<file path="config.mk">
export PLATFORM = sky130hd
export DESIGN_NAME = quad_input_conditioner
export DESIGN_NICKNAME = d
export VERILOG_FILES = /design/src/rtl/quad_input_conditioner.sv
export SDC_FILE = /design/constraint.sdc
export NUM_CORES = 1
export LEC_CHECK = 0
export CORE_ASPECT_RATIO = 1.2
export CORE_MARGIN = 1
export CORE_UTILIZATION = 52
export DETAILED_ROUTE_END_ITERATION = 7
export PLACE_DENSITY = 0.77
export SLEW_MARGIN = 20
export SYNTH_ARGS = -nofsm -noshare
export SYNTH_HDL_FRONTEND = slang
export SYNTH_SLANG_ARGS = --single-unit
</file>
<file path="constraint.sdc">
create_clock -name clk -period 1.72 [get_ports clk]
set_input_delay 0.344 -clock clk [delete_from_list [all_inputs] [get_ports clk]]
set_output_delay 0.344 -clock clk [all_outputs]
set_load 0.01 [all_outputs]
</file>
<file path="src/rtl/quad_input_conditioner.sv">
// Rotary-encoder A/B conditioner: two-flop synchroniser, per-channel glitch filter,
// quadrature step decoder with illegal-transition detection and saturating error count.
module quad_input_conditioner #(
  parameter int FILTER_CYCLES = 4,
  parameter bit DIR_INVERT    = 1'b0
) (
  input  logic       clk,
  input  logic       reset,
  input  logic       enc_a,
  input  logic       enc_b,
  input  logic       clear_err,
  output logic       a_clean,
  output logic       b_clean,
  output logic       step_up,
  output logic       step_dn,
  output logic       illegal,
  output logic [7:0] err_count
);

  // state    | meaning
  // ST_INIT  | filters settling; prev tracks clean, no pulses
  // ST_TRACK | decode prev->clean into step/illegal pulses
  typedef enum logic {ST_INIT = 1'b0, ST_TRACK = 1'b1} state_t;

  localparam int CW = $clog2(FILTER_CYCLES + 1);
  localparam int SW = $clog2(FILTER_CYCLES + 3);
  localparam logic [CW-1:0] CNT_LAST    = CW'(FILTER_CYCLES - 1);
  localparam logic [SW-1:0] SETTLE_LAST = SW'(FILTER_CYCLES + 2);

  logic [1:0]    raw, s1, s2, clean, prev;
  logic [CW-1:0] cnt [2];
  logic [SW-1:0] settle, settle_nxt;
  state_t        state, state_nxt;
  logic          fwd, rev, ill_nxt;

  // bit 1 is channel A, bit 0 is channel B throughout
  assign raw     = {enc_a, enc_b};
  assign a_clean = clean[1];
  assign b_clean = clean[0];

  always_ff @(posedge clk or posedge reset) begin
    if (reset) begin
      s1 <= 2'b00;
      s2 <= 2'b00;
    end else begin
      s1 <= raw;
      s2 <= s1;
    end
  end

  always_ff @(posedge clk or posedge reset) begin
    if (reset) begin
      clean <= 2'b00;
      for (int i = 0; i < 2; i++) cnt[i] <= '0;
    end else begin
      for (int i = 0; i < 2; i++) begin
        if (s2[i] == clean[i]) begin
          cnt[i] <= '0;
        end else if (cnt[i] == CNT_LAST) begin
          clean[i] <= s2[i];
          cnt[i]   <= '0;
        end else begin
          cnt[i] <= cnt[i] + CW'(1);
        end
      end
    end
  end

  always_comb begin
    state_nxt  = state;
    settle_nxt = settle;
    fwd        = 1'b0;
    rev        = 1'b0;
    ill_nxt    = 1'b0;
    case (state)
      ST_INIT: begin
        if (settle == SETTLE_LAST) state_nxt = ST_TRACK;
        else settle_nxt = settle + SW'(1);
      end
      ST_TRACK: begin
        case ({prev, clean})
          4'b0001, 4'b0111, 4'b1110, 4'b1000: fwd     = 1'b1;
          4'b0100, 4'b1101, 4'b1011, 4'b0010: rev     = 1'b1;
          4'b0011, 4'b1100, 4'b0110, 4'b1001: ill_nxt = 1'b1;
          default: ;
        endcase
      end
      default: state_nxt = ST_INIT;
    endcase
  end

  always_ff @(posedge clk or posedge reset) begin
    if (reset) begin
      state     <= ST_INIT;
      settle    <= '0;
      prev      <= 2'b00;
      step_up   <= 1'b0;
      step_dn   <= 1'b0;
      illegal   <= 1'b0;
      err_count <= 8'd0;
    end else begin
      state   <= state_nxt;
      settle  <= settle_nxt;
      prev    <= clean;
      step_up <= DIR_INVERT ? rev : fwd;
      step_dn <= DIR_INVERT ? fwd : rev;
      illegal <= ill_nxt;
      // clear wins over a simultaneous illegal pulse
      if (clear_err) err_count <= 8'd0;
      else if (illegal && err_count != 8'hFF) err_count <= err_count + 8'd1;
    end
  end

endmodule

</file>
==> Word level (Yosys, flattened, before mapping) <==
Index checks and enable logic that the tools add are counted.
W data, S select, Z words.
{ "classes": {"n_eq_ne": 18, "n_addsub": 4, "n_bitwise": 4, "n_mux": 14, "reduce_logical": 8} }
{ "ops": {"columns": ["cell", "count"], "rows": [
  ["$eq A4 B4 Y1 const B", 6],
  ["$mux W8", 2],
  ["$eq A4 B3 Y1 const B", 3],
  ["$mux W3", 4],
  ["$reduce_or A4 Y1", 3],
  ["$add A3 B1 Y3 const B", 3],
  ["$add A8 B1 Y8 const B", 1],
  ["$eq A4 B2 Y1 const B", 2],
  ["$mux W1", 8],
  ["$ne A8 B8 Y1 const B", 1],
  ["$eq A3 B2 Y1 const B", 2],
  ["$reduce_and A2 Y1", 3],
  ["$eq A4 B1 Y1 const B", 1],
  ["$not A1 Y1", 4],
  ["$eq A3 B3 Y1 const B", 1],
  ["$eq A1 B1 Y1", 2],
  ["$reduce_bool A2 Y1", 1],
  ["$logic_and A1 B1 Y1", 1]
]} }
{ "word_totals": {"out_inout_bits": 13, "register_bits": 29, "word_cells": 61, "in_bits": 5} }

==> Logic depth before layout (Yosys ltp) <==
Gate-level depths: netlist of run 1.
{ "depth": {"ltp_word": 4, "ltp_mapped": 6, "ltp_nobuf": 6} }

==> Worst setup path before layout of run 1 <==
Ideal clock, no wire load.
{ "synth_timing": {"path_kind": "register to register", "start": "register err_count[0]", "end": "register err_count[0]", "t_required_ps": 1595, "synth_period_minus_slack_ps": 1525, "stages_incl_launch_ff": 5, "t_arrival_ps": 1400, "slack_ps": 195, "cell_sequence": "dfrtp_1 ha_1 and4_4 a21boi_2 mux2_2"} }
{ "synth_via": {"elab_chain_len": 3} }
{ "synth_lines": {"columns": ["item", "line_no", "rtl"], "rows": [
  ["start: declaration", "17", "output logic [7:0] err_count"],
  ["start signal: assignment", "110", "else if (illegal && err_count != 8'hFF) err_count <= err_count + 8'd1;"],
  ["$add A8 B1 Y8 or $ne A8 B8 Y1 (tied branches)", "110", null],
  ["$mux W8 or $logic_and A1 B1 Y1 (tied branches)", "110", null],
  ["$mux W8 or $reduce_bool A2 Y1 (tied branches)", null, null]
]} }
Several ways; a longest one is shown, not always the timed one. The select of a mux whose other input is x is not followed.
A chain may end at the register's enable or synchronous reset.

==> Final worst setup path of run 1 <==
{ "layout_timing": {"start": "register err_count[3]", "end": "output port err_count[3]"} }
No word-level cell between the ends.

==> impl_metrics.ini, run 1 <==
[run_status]
outcome = completed

[logic_synthesis]
synth_top_family_by_area = simple AND/OR/NAND/NOR gates
synth_ff_type = dfrtp_1
muxShareOfSynthArea = 0.0455
synth_compound_area_frac = 0.0671
syn_inst = 97
ys_warn_count = 0
synthDistinctLibCells = 29
syn_avg_cell_area_um2 = 12.5
synth_edf_count = 0
synth-adder-area-share = 0.0517
async_reset_ff_frac = 1.00
yosysSeqAreaShare = 0.599
ys_ff_latch = 29
synthXorXnorAreaFrac = 0.0579
synthSimpleGateAreaFrac = 0.160
syn_area_um2 = 1210
syn_nets = 107

[placement]
io_buffer_count = 17
placed_area_um2 = 1430
hpwl_mm = 1.34
place.gp.congestion = 0.857
dp_cells = 145
place_ws_ps = 180

[clocking]
clockRootBuffer = clkbuf_4
clk_latency_ps = 330
clkTransAtPathRegs_ps = 100
cts_hold_buf = 0
cts.sinks = 29
htreeDepth = 2
cts_tree = yes
clockBufferDepth = 2
cts_buffers = 5

[detailed_routing]
wl_per_cell_um = 12.2
wl_mm = 1.94
drt-pass1-iter-count = 4
drc = 0
drtIter0Drc = 7
ant_nets = 0
viasPerCell = 5.22
vias = 830

[timing]
slew_headroom = 0.772
max_slew.worst_pin.slew_ps = 343
fin_skew_ps = 10.9
hold_ws_ps = 356
clock.fmax_ghz = 0.605
fin_crit_ps = 1650
setup_violations = 0
final_max_slew_viol_count = 0
final.setup.worst_slack_ps = 65.8
rsz0062_at_grt = no
fin_setup_tns_ps = 0
hold_violations = 0
post-route-period-util = 0.962

[critical_path]
cp_cell_sequence = clkdlybuf4s50_1
worstPathArrival_ps = 1310
slowest_stage = clkdlybuf4s50_1
reg2regPathDepth = 4
crit_buf_inv = 1
critical_path_class = reg -> out
crit_fanout = 7
regToRegSetupSlack_ps = 160
critPathRequiredTime_ps = 1380
r2r_end = err_count[0]
timing.rr.start = err_count[0]
cp_top_family = buffers and inverters
start_kind = flop
crit_path_end_kind = output port
critPathMaxStageDelay_ps = 550

[global_routing]
antenna_found_initial = 0
grt.overflow.total = 0
grt_first_pass_wirelength_mm = 3.27
grt_use_total = 0.196
grt_start_max_net_pins = 30
grt_pass1_vias = 771

[final_layout]
finalNonFillerCells = 159
multi_input_comb_area_um2 = 463
antenna_cells = 0
final_area_um2 = 1540
area_growth_pct = 27.1
drive_gt1_frac = 0.209
final-seq-area_um2 = 732
fillCellCount = 171
layout.nets = 138

[hold_path]
hold_depth = 0
hold_end = s2[1]
hold_class = reg -> reg
hold_path.startpoint = s1[1]

[die]
die_y_um = 54.9
start_util = 0.572
ios = 18
die_w_um = 46.1
fp.coreArea_um2 = 2120
dieArea_um2 = 2530
rows = 18

[flow_run]
max_cap_violations = 0

[power_and_ir_drop]
ir_drop_mv = 0.905
leakage_nw = 0.685
p_per_area_nw_per_um2 = 1220
-- repair_timing --
item / in CTS / in global routing
resized for setup: 4 / 2
setup buffers: 0 / 6
endpoints found under the setup margin: 4 / 5
-- layout make-up --
type | instances | share of cell area
flip-flops and latches | 29 | 0.476
multi-input cells | 62 | 0.301
repair buffers | 25 | 0.151
clock buffers | 5 | 0.0244
well taps | 30 | 0.0244
inverters | 5 | 0.0122
clock inverters | 3 | 0.0114
-- cell families after synthesis --
kind of cell	after synthesis
and+or+nand+nor	32
DFF	29
AOI/OAI and AO/OA	12
xor gates and xnor gates	8
buffers and inverters	6
muxes	5
adders and majority gates	5
-- worst max-delay path by stage --
stage,from,to,cells past startpoint
final,err_count[3],err_count[3],1
after detailed placement,err_count[0],err_count[0],4
after global routing,err_count[1],err_count[1],1
after floorplan,err_count[0],err_count[0],4
after CTS,err_count[3],err_count[3],1
after global placement,err_count[0],err_count[0],4
-- registers in the layout, indices dropped and copies added (netlist names) --
name,count
err_count,8
cnt,6
settle,3
clean,2
prev,2
s1,2
s2,2
illegal,1
state,1
step_dn,1
step_up,1
-- cell usage in the layout (no fill, tap or decap), drive strengths merged, types with 2 or more instances in the layout --
master,count
a211oi,4
a21oi,4
and3,3
and4,2
buf,8
clkbuf,5
clkdlybuf4s50,16
clkinv,2
dfrtp,29
ha,5
inv,5
mux2,4
nand2,3
nand2b,2
nand4,2
nor2,3
nor2b,6
nor3,4
nor3b,3
nor4,2
xnor2,5
xor2,3
-- routing by layer --
| layer | global-route usage | up-vias | part of all wire |
|---|---|---|---|
| met3 | 0.0891 | 4 | 0.047 |
| met5 | 0 | - | 0 |
| li1 | - | 405 | - |
| met1 | 0.241 | 400 | 0.46 |
| met2 | 0.282 | 21 | 0.48 |
| met4 | 0.113 | 0 | 0.012 |
-- power by group --
part / switching [mW] / leakage (nW) / internal [mW]
Combinational: 0.217 / 0.296 / 0.334
Clock: 0.238 / 0.0310 / 0.154
Sequential: 0.107 / 0.357 / 0.820
Total: 0.562 / 0.685 / 1.31
-- synth_stat cells (all sizes together) (2+ instances only) --
cell	n	area share
xnor2	5	0.036
nor3	4	0.017
xor2	3	0.022
nor4	2	0.010
nor2b	6	0.031
and3	3	0.017
nand2	3	0.0093
nand4	2	0.010
and4	2	0.017
inv	5	0.015
mux2	4	0.037
nor3b	3	0.019
a211oi	4	0.025
nor2	3	0.0093
nand2b	2	0.010
a21oi	4	0.017
dfrtp	29	0.60
ha	5	0.052
-- through the flow --
stage | utilization | total power [mW]
after floorplan | - | 1.23
after global placement | 0.676 | 1.40
after detailed placement | 0.676 | 1.43
after CTS | 0.704 | 1.84
after global routing | 0.727 | 2.00
final | 0.727 | 1.87
Note: power is estimated with default switching activity, not from simulation.
==> inputs of run 2 (changes only) <==
--- a/config.mk
+++ b/config.mk
@@ -9,6 +9,7 @@
 export CORE_MARGIN = 1
 export CORE_UTILIZATION = 52
 export DETAILED_ROUTE_END_ITERATION = 7
+export GPL_TIMING_DRIVEN = 0
 export PLACE_DENSITY = 0.77
 export SLEW_MARGIN = 20
 export SYNTH_ARGS = -nofsm -noshare
==> run 2 against run 1 <==
Sequential share of layout area up 1.9 points. Critical path depth unchanged. Critical path type unchanged. Cell count down 5.0%. Clock power up 1%. First-iteration DRC count unchanged. Sequential power up 2.2%. Routed wire length up 2.4%. Global-route usage down 0.50 points. Highest routed layer unchanged.
==> impl_metrics.ini, run 2 (same netlist as run 1, synthesis figures left out) <==
[die]
die_y_um = 54.9
start_util = 0.572
dieArea_um2 = 2530
rows = 18
ios = 18
fp.coreArea_um2 = 2120
die_w_um = 46.1

[global_routing]
grt_first_pass_wirelength_mm = 3.23
grt_pass1_vias = 770
grt_use_total = 0.191
antenna_found_initial = 0
grt.overflow.total = 0
grt_start_max_net_pins = 30

[clocking]
clockRootBuffer = clkbuf_4
clockBufferDepth = 2
clkTransAtPathRegs_ps = 80
cts_buffers = 5
clk_latency_ps = 310
cts_tree = yes
cts.sinks = 29
cts_resized = 2
htreeDepth = 2
cts_hold_buf = 0
post_cts_buffers = 0

[power_and_ir_drop]
sw_frac_of_total = 0.287
clock_power_share = 0.218
power.switching_uw = 524
ir_drop_mv = 0.969
leakage_nw = 0.626
p_per_area_nw_per_um2 = 1230
power.share.combinational = 0.264
p_total_mw = 1.82
power.internal_mw = 1.30
seqPwrFrac = 0.519

[detailed_routing]
drc = 0
wl_per_cell_um = 13.1
drtIter0Drc = 7
ant_nets = 0
drt-pass1-iter-count = 4
wl_mm = 1.98
vias = 839
viasPerCell = 5.56

[final_layout]
multi_input_comb_area_um2 = 463
layout.nets = 131
largest_register = err_count
area_growth_pct = 22.2
final_cell_mix = 24 x dfrtp_1, 17 x clkdlybuf4s50_1, 6 x nor2b_1
final-seq-area_um2 = 732
top_regs = err_count (8), cnt (6), settle (3)
fillCellCount = 171
largest_reg_flops = 8
antenna_cells = 0
final_common_cell = dfrtp_1
drive_gt1_frac = 0.149
finalNonFillerCells = 151

[critical_path]
cp_top_family = buffers and inverters
critical_path_class = reg -> out
slowest_stage = clkdlybuf4s50_1
timing.rr.start = err_count[0]
crit_buf_inv = 1
start_kind = flop
critPathMaxStageDelay_ps = 570
crit_fanout = 6
cp_cell_sequence = clkdlybuf4s50_1
critPathRequiredTime_ps = 1380
worstPathArrival_ps = 1310
crit_path_end_kind = output port
startpoint = err_count[0]

[timing]
slew_headroom = 0.615
clock.fmax_ghz = 0.605
hold_violations = 0
setup_violations = 0
fin_crit_ps = 1650
final_max_slew_viol_count = 0
post-route-period-util = 0.961
fin_skew_ps = 9.07
rsz0062_at_grt = no
fin_setup_tns_ps = 0
max_slew.worst_pin.slew_ps = 577

[placement]
hpwl_mm = 1.44
io_buffer_count = 17
dp_cells = 144
place.gp.congestion = 0.813

[hold_path]
hold_path.startpoint = s1[0]
hold_class = reg -> reg

[flow_run]
max_cap_violations = 0

[run_status]
outcome = completed
[run 2: cell types whose count changed in the layout (fill, tap and decap cells not counted), sizes merged]
cell / previous run / this run
clkinv: 2 / 0
dlymetal6s2s: 1 / 0
clkdlybuf4s50: 16 / 17
buf: 8 / 0
clkinvlp: 1 / 0
clkbuf: 5 / 8
[run 2: stage by stage]
step	setup slack [ps]	hold slack [ps]	cell area, µm²	util
final	67.2	356	1480	0.699
after global routing	10.6	368	1480	0.699
after CTS	12.5	363	1480	0.697
after detailed placement	59.1	343	1420	0.670
after global placement	78.0	332	1420	0.670
after floorplan	195	331	1210	-
[run 2: path summary, 6_finish.rpt]
check	slack, ps	end	depth (start not counted)
max	70	err_count[0]	1
min	360	s2[0]	0
max reg2reg	100	err_count[0]	4
min reg2reg	360	s2[0]	0
max in group asynchronous	890	clean[1]	2
min in group asynchronous	410	err_count[6]	2
[run 2: cell type report]
| cell class | instances | area share |
|---|---|---|
| Clock buffer | 7 | 0.0372 |
| Sequential cell | 29 | 0.495 |
| Multi-Input combinational cell | 62 | 0.313 |
| Inverter | 5 | 0.0127 |
| Tap cell | 30 | 0.0254 |
| Buffer | 1 | 0.00254 |
| Timing Repair Buffer | 17 | 0.115 |
[run 2: routing by layer]
| metal | vias up | wire length [µm] | global-route usage |
|---|---|---|---|
| met5 | - | 0 | 0 |
| met4 | 0 | 63 | 0.118 |
| met3 | 9 | 97 | 0.0759 |
| met2 | 30 | 993 | 0.300 |
| met1 | 409 | 827 | 0.214 |
| li1 | 391 | - | - |
[run 2: power groups by stage]
stage | Combinational [mW] | Clock, mW | Sequential, mW
after CTS | 0.492 | 0.411 | 0.946
after detailed placement | 0.488 | 0 | 0.954
final | 0.481 | 0.397 | 0.946
after global routing | 0.532 | 0.436 | 0.968
after global placement | 0.457 | 0 | 0.945
after floorplan | 0.269 | 0 | 0.958
==> inputs of run 3 (changes only) <==
--- a/config.mk
+++ b/config.mk
@@ -8,6 +8,7 @@
 export CORE_ASPECT_RATIO = 1.2
 export CORE_MARGIN = 1
 export CORE_UTILIZATION = 52
+export CTS_CLUSTER_DIAMETER = 200
 export DETAILED_ROUTE_END_ITERATION = 7
 export GPL_TIMING_DRIVEN = 0
 export PLACE_DENSITY = 0.77
==> results of run 3 <==
Same layout as run 2: the final DEF is identical, and so are final timing and power.
